==> src/rtl/divider_pkg.sv <==
// Shared constants, state encoding and two's-complement helper for the divider.
package divider_pkg;

  localparam int WIDTH     = 32;
  localparam int ITER_LAST = WIDTH - 1;
  localparam int CNT_W     = $clog2(WIDTH);

  typedef enum logic [1:0] {
    IDLE,
    CALC,
    DONE
  } div_state_t;

  localparam logic [WIDTH-1:0] DBZ_Q = '1;

  function automatic logic [WIDTH-1:0] neg2c(input logic [WIDTH-1:0] x);
    return ~x + WIDTH'(1);
  endfunction

endpackage

==> src/rtl/full_adder1b.sv <==
// 1-bit ripple full adder, the building block shared with the multiplier.
module full_adder1b (
  input  logic a_i,
  input  logic b_i,
  input  logic ci_i,
  output logic s_o,
  output logic co_o
);

  assign s_o  = a_i ^ b_i ^ ci_i;
  assign co_o = (a_i & b_i) | (ci_i & (a_i ^ b_i));

endmodule

==> src/rtl/subtractor33b.sv <==
// Combinational (WIDTH+1)-bit A-B as a full-adder ripple chain with B inverted and carry-in 1.
module subtractor33b
  import divider_pkg::*;
(
  input  logic [WIDTH:0] a_i,
  input  logic [WIDTH:0] b_i,
  output logic [WIDTH:0] diff_o,
  output logic           nonneg_o
);

  logic [WIDTH+1:0] carry;

  assign carry[0] = 1'b1;

  for (genvar i = 0; i <= WIDTH; i++) begin : g_bit
    full_adder1b u_fa (
      .a_i  (a_i[i]),
      .b_i  (~b_i[i]),
      .ci_i (carry[i]),
      .s_o  (diff_o[i]),
      .co_o (carry[i+1])
    );
  end

  // Carry out of an unsigned subtract means no borrow, i.e. a_i >= b_i.
  assign nonneg_o = carry[WIDTH+1];

endmodule

==> src/rtl/divider32b.sv <==
// Multi-cycle restoring divider, one quotient bit per clock.
// Define DIVIDER_SIGNED_EN for two's-complement operands (truncating toward zero).
module divider32b
  import divider_pkg::*;
(
  input  logic             clk,
  input  logic             rst,
  input  logic             start,
  input  logic [WIDTH-1:0] A_32b,
  input  logic [WIDTH-1:0] B_32b,
  output logic             busy,
  output logic             done,
  output logic [WIDTH-1:0] Q_32b,
  output logic [WIDTH-1:0] R_32b,
  output logic             div_by_zero
);

  div_state_t       state_q, state_d;
  logic [CNT_W-1:0] cnt_q, cnt_d;
  logic [WIDTH-1:0] dvd_q, dvd_d;
  logic [WIDTH-1:0] dvs_q, dvs_d;
  logic [WIDTH-1:0] rem_q, rem_d;
  logic [WIDTH-1:0] quo_q, quo_d;
  logic             zdiv_q, zdiv_d;
  logic [WIDTH-1:0] q_out_q, q_out_d;
  logic [WIDTH-1:0] r_out_q, r_out_d;
  logic             dbz_out_q, dbz_out_d;
`ifdef DIVIDER_SIGNED_EN
  logic             qneg_q, qneg_d;
  logic             rneg_q, rneg_d;
`endif

  logic [WIDTH:0]   trial;
  logic [WIDTH:0]   diff;
  logic             nonneg;
  logic [WIDTH-1:0] rem_next;
  logic [WIDTH-1:0] quo_next;
  logic [WIDTH-1:0] q_final;
  logic [WIDTH-1:0] r_final;
  logic             diff_msb_unused;

  assign trial = {rem_q, dvd_q[WIDTH-1]};

  subtractor33b u_sub (
    .a_i      (trial),
    .b_i      ({1'b0, dvs_q}),
    .diff_o   (diff),
    .nonneg_o (nonneg)
  );

  // rem < divisor keeps the difference below 2^WIDTH whenever it is non-negative.
  assign diff_msb_unused = diff[WIDTH];
  assign rem_next = nonneg ? diff[WIDTH-1:0] : trial[WIDTH-1:0];
  assign quo_next = {quo_q[WIDTH-2:0], nonneg};

`ifdef DIVIDER_SIGNED_EN
  assign q_final = qneg_q ? neg2c(quo_next) : quo_next;
  assign r_final = rneg_q ? neg2c(rem_next) : rem_next;
`else
  assign q_final = quo_next;
  assign r_final = rem_next;
`endif

  always_comb begin
    state_d   = state_q;
    cnt_d     = cnt_q;
    dvd_d     = dvd_q;
    dvs_d     = dvs_q;
    rem_d     = rem_q;
    quo_d     = quo_q;
    zdiv_d    = zdiv_q;
    q_out_d   = q_out_q;
    r_out_d   = r_out_q;
    dbz_out_d = dbz_out_q;
`ifdef DIVIDER_SIGNED_EN
    qneg_d    = qneg_q;
    rneg_d    = rneg_q;
`endif
    unique case (state_q)
      IDLE: begin
        if (start) begin
          state_d = CALC;
          cnt_d   = CNT_W'(ITER_LAST);
          rem_d   = '0;
          quo_d   = '0;
          zdiv_d  = (B_32b == '0);
`ifdef DIVIDER_SIGNED_EN
          // A zero divisor keeps the raw dividend so it can be returned as the remainder.
          dvd_d   = ((B_32b == '0) || !A_32b[WIDTH-1]) ? A_32b : neg2c(A_32b);
          dvs_d   = B_32b[WIDTH-1] ? neg2c(B_32b) : B_32b;
          qneg_d  = A_32b[WIDTH-1] ^ B_32b[WIDTH-1];
          rneg_d  = A_32b[WIDTH-1];
`else
          dvd_d   = A_32b;
          dvs_d   = B_32b;
`endif
        end
      end
      CALC: begin
        if (zdiv_q) begin
          state_d   = DONE;
          q_out_d   = DBZ_Q;
          r_out_d   = dvd_q;
          dbz_out_d = 1'b1;
        end else begin
          rem_d = rem_next;
          quo_d = quo_next;
          dvd_d = {dvd_q[WIDTH-2:0], 1'b0};
          if (cnt_q == '0) begin
            state_d   = DONE;
            q_out_d   = q_final;
            r_out_d   = r_final;
            dbz_out_d = 1'b0;
          end else begin
            cnt_d = cnt_q - CNT_W'(1);
          end
        end
      end
      DONE: begin
        state_d = IDLE;
      end
      default: begin
        state_d = IDLE;
      end
    endcase
  end

  always_ff @(posedge clk) begin
    if (rst) begin
      state_q   <= IDLE;
      cnt_q     <= '0;
      dvd_q     <= '0;
      dvs_q     <= '0;
      rem_q     <= '0;
      quo_q     <= '0;
      zdiv_q    <= 1'b0;
      q_out_q   <= '0;
      r_out_q   <= '0;
      dbz_out_q <= 1'b0;
`ifdef DIVIDER_SIGNED_EN
      qneg_q    <= 1'b0;
      rneg_q    <= 1'b0;
`endif
    end else begin
      state_q   <= state_d;
      cnt_q     <= cnt_d;
      dvd_q     <= dvd_d;
      dvs_q     <= dvs_d;
      rem_q     <= rem_d;
      quo_q     <= quo_d;
      zdiv_q    <= zdiv_d;
      q_out_q   <= q_out_d;
      r_out_q   <= r_out_d;
      dbz_out_q <= dbz_out_d;
`ifdef DIVIDER_SIGNED_EN
      qneg_q    <= qneg_d;
      rneg_q    <= rneg_d;
`endif
    end
  end

  assign busy        = (state_q != IDLE);
  assign done        = (state_q == DONE);
  assign Q_32b       = q_out_q;
  assign R_32b       = r_out_q;
  assign div_by_zero = dbz_out_q;

endmodule

==> config.mk <==
export PLATFORM = sky130hd
export DESIGN_NAME = divider32b
export DESIGN_NICKNAME = d
export VERILOG_FILES = /design/src/rtl/divider_pkg.sv /design/src/rtl/full_adder1b.sv /design/src/rtl/subtractor33b.sv /design/src/rtl/divider32b.sv
export SDC_FILE = /design/constraint.sdc
export NUM_CORES = 1
export LEC_CHECK = 0
export ABC_CLOCK_PERIOD_IN_PS = 18900
export CORE_AREA = 2 2 287 147
export CTS_CLUSTER_DIAMETER = 80
export DETAILED_ROUTE_END_ITERATION = 6
export DIE_AREA = 0 0 289 149
export PLACE_DENSITY_LB_ADDON = 0.08
export SETUP_SLACK_MARGIN = 0.3
export SLEW_MARGIN = 20
export SYNTH_ARGS = -nofsm -noshare
export SYNTH_HDL_FRONTEND = slang
export SYNTH_SLANG_ARGS = --single-unit
export TNS_END_PERCENT = 10
==> constraint.sdc <==
create_clock -name clk -period 18.9 [get_ports clk]
set_clock_uncertainty 0.2 [all_clocks]
set_input_delay 1.89 -clock clk [delete_from_list [all_inputs] [get_ports clk]]
set_output_delay 1.89 -clock clk [all_outputs]
set_load 0.1 [all_outputs]
# Word-level counts from Yosys, hierarchy flattened
# Index checks and enable logic that the tools add are counted.
[word_totals]
ff_bits = 200
in_bits = 67
out_inout_bits = 67
elab_cells = 245
[classes]
addsub = 1
n_eq_ne = 6
mux = 23
n_bitwise = 194
n_reduce_logical = 11
[op_table]
columns = ["operator", "n"]
rows = [
  ["2-to-1 mux 32 bit", 9],
  ["one-hot mux 32 bit (2 select lines)", 2],
  ["AND 1 bit", 64],
  ["XOR 1 bit", 63],
  ["one-hot mux 31 bit (2 select lines)", 1],
  ["NOT 1 bit", 34],
  ["bitwise OR 1 bit", 33],
  ["logical NOT 32 bit", 1],
  ["2-to-1 mux 31 bit", 1],
  ["2-to-1 mux 5 bit", 3],
  ["one-hot mux 5 bit (2 select lines)", 1],
  ["2-to-1 mux 2 bit", 3],
  ["inequality test 2 bit (second input constant)", 3],
  ["AND reduction 2 bit", 3],
  ["nonzero test 2 bit", 3],
  ["logical NOT 5 bit", 1],
  ["subtractor 5 x 1 -> 5 bit (second input constant)", 1],
  ["one-hot mux 2 bit (2 select lines)", 1],
  ["AND reduction 4 bit", 1],
  ["inequality test 3 bit (second input constant)", 1],
  ["AND reduction 3 bit", 1],
  ["equality test 2 x 1 -> 1 bit (second input constant)", 1],
  ["equality test 2 bit (second input constant)", 1],
  ["logical NOT 2 bit", 1],
  ["2-to-1 mux 1 bit", 2],
]

# Longest topological paths before layout
[depth]
word_depth = 70
depth_mapped = 41
depth_no_buf = 39

# Hierarchy
# A second synthesis with hierarchy kept.
[hier_totals]
hier_cells = 943
area_unflattened_um2 = 8931.1
[modules_own_cells]
columns = ["mod", "instances", "cells_per_inst", "area_each_um2", "seq_area_each_um2"]
rows = [
  ["divider32b", 1, 876, 8142.8, 4003.8],
  ["full_adder1b", 33, 1, 20.0, 0.0],
  ["subtractor33b", 1, 34, 127.6, 0.0],
]

# Worst setup path after synthesis
# Ideal clock, no wire load.
[synth_path]
path_kind = "register to register"
from = "register dvd_q[31]"
to = "register r_out_q[10] (netlist: R_32b[10])"
setup_ns = 0.101
arrival_time_ns = 14.151
required_ns = 18.599
setup_slack_ns = 4.448
stages_incl_launch_ff = 42
path_buffers = 2
synth_period_minus_slack_ns = 14.452
cell_sequence = "dfxtp_1 inv_1 ha_1 inv_1 fa_1 fa_1 fa_1 fa_1 fa_1 fa_1 fa_1 fa_1 fa_1 fa_1 fa_1 fa_1 fa_1 fa_1 [... 6 more ...] fa_1 fa_1 fa_1 fa_1 fa_1 fa_1 fa_1 fa_1 inv_1 fa_1 inv_1 fa_1 fa_1 buf_2 buf_1 nor3b_1 nor3_1 o41ai_1"
[synth_via]
elab_chain_cells = 69
word_cells_on_any_way = 71
cone_classes = "mux (3); bitwise (68)"
[synth_rtl]
columns = ["element", "line_no", "text"]
rows = [
  ["from (decl)", "divider32b.sv:20", "logic [WIDTH-1:0] dvd_q, dvd_d;"],
  ["from (signal assigned)", "divider32b.sv:147", "dvd_q <= dvd_d;"],
  ["AND 1 bit / XOR 1 bit (equally long branches)", "full_adder1b.sv:11", "assign co_o = (a_i & b_i) | (ci_i & (a_i ^ b_i));"],
  ["bitwise OR 1 bit *", "full_adder1b.sv:11", ""],
  ["AND 1 bit *", "full_adder1b.sv:11", ""],
  ["bitwise OR 1 bit *", "full_adder1b.sv:11", ""],
  ["AND 1 bit *", "full_adder1b.sv:11", ""],
  ["bitwise OR 1 bit *", "full_adder1b.sv:11", ""],
  ["AND 1 bit *", "full_adder1b.sv:11", ""],
  ["bitwise OR 1 bit *", "full_adder1b.sv:11", ""],
  ["[... 53 more ...]", "-", ""],
  ["bitwise OR 1 bit", "full_adder1b.sv:11", ""],
  ["AND 1 bit", "full_adder1b.sv:11", ""],
  ["bitwise OR 1 bit", "full_adder1b.sv:11", ""],
  ["AND 1 bit", "full_adder1b.sv:11", ""],
  ["bitwise OR 1 bit", "full_adder1b.sv:11", ""],
  ["2-to-1 mux 32 bit *", "divider32b.sv:53", "assign rem_next = nonneg ? diff[WIDTH-1:0] : trial[WIDTH-1:0];"],
  ["2-to-1 mux 32 bit *", "divider32b.sv:109", "if (cnt_q == '0) begin"],
  ["2-to-1 mux 32 bit *", "divider32b.sv:100", "if (zdiv_q) begin"],
  ["to (signal assigned)", "divider32b.sv:153", "r_out_q <= r_out_d;"],
  ["to (decl)", "divider32b.sv:26", "logic [WIDTH-1:0] r_out_q, r_out_d;"],
]
# Every way passes the cells marked *; elsewhere a longest branch is shown, timed or not. The select of a mux whose other input is x is not followed.
# A chain may end at the register's enable or synchronous reset.

# Final worst setup path
[layout_path]
from = "register dvd_q[31]"
to = "register r_out_q[12] (netlist: R_32b[12])"
[layout_via]
elab_chain_cells = 69
word_cells_on_any_way = 71
cone_classes = "mux (3); bitwise (68)"
[layout_rtl]
columns = ["element", "line_no"]
rows = [
  ["AND 1 bit / XOR 1 bit (equally long branches)", "full_adder1b.sv:11"],
  ["bitwise OR 1 bit *", "full_adder1b.sv:11"],
  ["AND 1 bit *", "full_adder1b.sv:11"],
  ["bitwise OR 1 bit *", "full_adder1b.sv:11"],
  ["AND 1 bit *", "full_adder1b.sv:11"],
  ["bitwise OR 1 bit *", "full_adder1b.sv:11"],
  ["AND 1 bit *", "full_adder1b.sv:11"],
  ["bitwise OR 1 bit *", "full_adder1b.sv:11"],
  ["[... 53 more ...]", "-"],
  ["bitwise OR 1 bit", "full_adder1b.sv:11"],
  ["AND 1 bit", "full_adder1b.sv:11"],
  ["bitwise OR 1 bit", "full_adder1b.sv:11"],
  ["AND 1 bit", "full_adder1b.sv:11"],
  ["bitwise OR 1 bit", "full_adder1b.sv:11"],
  ["2-to-1 mux 32 bit *", "divider32b.sv:53"],
  ["2-to-1 mux 32 bit *", "divider32b.sv:109"],
  ["2-to-1 mux 32 bit *", "divider32b.sv:100"],
]
# Marked as above.

==> out/metrics.cfg <==
[setup_path]
start_kind=register
crit_top_cell=fa_1
cp_slowest_stage_delay_ps=570
critPathCaptureType=register
cp.arrival_ps=15480
crit_slowest_cell=fa_2
cp_max_fo=44
cp.required_ps=19020
crit_type=register to register

[synth]
ys_warn_count=0
synthFlopType=dfxtp_1
synthTopCellsByCount=200 x dfxtp_1, 71 x clkbuf_1, 70 x a21oi_1, 68 x nand3_1, 67 x nand2_1
yosysTopAreaCell=dfxtp_1
synthArstFlopShare_pct=0
yosysMostFrequentCell=dfxtp_1
yosysSeqAreaShare_pct=39.97
synth-edff-count=0
ys_top_cells_by_area=dfxtp_1 40%, fa_1 6.2%, a31oi_1 4.1%, a21oi_1 3.5%, nand3_1 3.4%
synth_area_sq_mm=0.01002
syn_avg_cell_area_sq_um=8.888
synthCells=1127
synth_seq_cells=200
syn_nets=1228
yosys.area.top_type_share_pct=39.97
yosysUniqueCellTypes=52

[global_route]
antenna_found_initial=0
grt_usage_pct=17.77
grt_pass1_vias=8624
grt_pass1_wl_um=57720
grt.overflow.total=0
grt_max_degree=94

[timing]
final-max-slew-violation-count=0
min_period_ps=15360
setup_viol=0
tightest_slew_ps=1081
finalWorstSetupSlack_ps=3536
rsz0062_at_grt=no
hold_violations=0
timing.fmax_mhz=65.09
timing.hold.ws_ps=256.8
finalCritPeriodShare_pct=81.29
slew_headroom_pct=27.73
setup_tns_ps=0

[clock_network]
root_buffer=clkbuf_16
clockBufferDepth=2
path_clk_slew_ps=80
cts_tree=yes
cts_buffers=17
clock_latency_ps=460
htreeDepth=4
clock_sinks=200
postCtsSetupRepairBufs=0
ctsResizeCount=0
hold_buffers=0

[cells_and_area]
postLayoutCellArea_sq_mm=0.01218
diodes=0
fin_util_pct=29.72
fin_cells=1735
fillers=4340
multi_input_area_sq_mm=0.005255
final_nets=1273
drive_above_1_share_pct=7.342
area_growth_pct=21.60
layout.area.seq_sq_mm=0.004006

[pwr]
ir_drop_mv=0.1292
p_per_area_mw_per_mm2=165.6
p_total_mw=2.018
p_leak_nw=4.141

[die]
core.rowCount=53
fp.dieArea_sq_mm=0.04306
die_y_um=149
start_util_pct=24.44
placeableCoreArea_sq_mm=0.04098
io-pin-count=134
fp.dieW_um=289

[drt]
dr.pass1.iters=5
viasPerCell=5.074
drt_iter0_drc=608
drc=0
postRouteAntennaNets=0
drt-total-wl_um=37910
drt-wirelength-per-cell_um=21.85
num_vias=8804

[placed_design]
dp.cells=1703
placed_cell_area_sq_mm=0.01160
io_buffers=133
dp_slack_ps=3497
dp_hpwl_um=24470
gp_congestion=0.7432

[run_status]
status=finished, final reports clean

[min_path]
hold_path_class=register to register

[flow_run]
maxCapViolCount=0

-- placed cells by master (no fill, tap or decap), drive strengths merged, types with 22 or more instances in the layout --
| cell type | Yosys | final |
|---|---|---|
| dfxtp | 200 | 200 |
| clkdlybuf4s50 | 0 | 132 |
| a21oi | 70 | 70 |
| nand3 | 68 | 68 |
| nand2 | 67 | 67 |
| o21ai | 65 | 65 |
| a31oi | 65 | 65 |
| nor2 | 64 | 64 |
| nor3 | 64 | 64 |
| inv | 42 | 49 |
| mux2i | 32 | 32 |
| o2111ai | 32 | 32 |
| nor3b | 32 | 32 |
| a211oi | 31 | 31 |
| fa | 31 | 31 |
| o41ai | 31 | 31 |
| o21a | 30 | 30 |
| nor4bb | 30 | 30 |
| buf | 57 | 22 |
-- metal layers --
layer  vias to the layer above  share of wire (%)  GRT usage [%]
li1                       4222                  -              -
met1                      4387                 58          30.32
met2                       179                 37          21.95
met3                        16                4.2          3.165
met4                         0               0.94          3.222
met5                         -                  0              0
-- critical path: cells and delay by family, from the launching register on --
family | cells | cell delay, ps
compound gates | 2 | 350
simple gates | 1 | 440
flops | 1 | 330
buf+inv | 5 | 610
fa+ha+maj | 32 | 13260
-- path summary, 6_finish.rpt --
path	startpoint	end	slack, ps	cells past startpoint
setup / recovery	dvd_q[31]	R_32b[12]	3540	40
setup reg to reg	dvd_q[31]	R_32b[12]	3540	40
hold / removal	dvs_q[28]	dvs_q[28]	260	2
hold reg to reg	dvs_q[28]	dvs_q[28]	260	2
-- cell type report --
class	count	share of cell area (%)
timing repair buffer	154	12.23
multi-input combinational	755	43.14
sequential	200	32.89
inverter	44	1.356
clock inverter	14	1.120
tap	550	5.650
clock buffer	18	3.606
-- kinds of logic (layout without fill, tap and decap cells) --
logic type / after synthesis / count (layout) / share of synthesized area, %
AOI/OAI and AO/OA: 338 / 338 / 23.50
adders and majority gates: 34 / 34 / 6.570
buffers and inverters: 172 / 230 / 7.669
DFF: 200 / 200 / 39.97
muxes: 32 / 32 / 3.198
and+or+nand+nor: 351 / 351 / 19.10
-- power by group --
part,total (mW),internal (mW),switching (mW)
registers,0.535,0.480,0.0553
logic,1.11,0.374,0.732
clock network,0.377,0.189,0.188
-- sequential cells by signal, summed over array words and instances (netlist names) --
name and count:
R_32b 32, dvd_q 32, div_by_zero 1, zdiv_q 1, quo_q 31, state_q 2, rem_q 32, Q_32b 32
cnt_q 5, dvs_q 32
No activity file was read; power rests on OpenSTA's default activity.
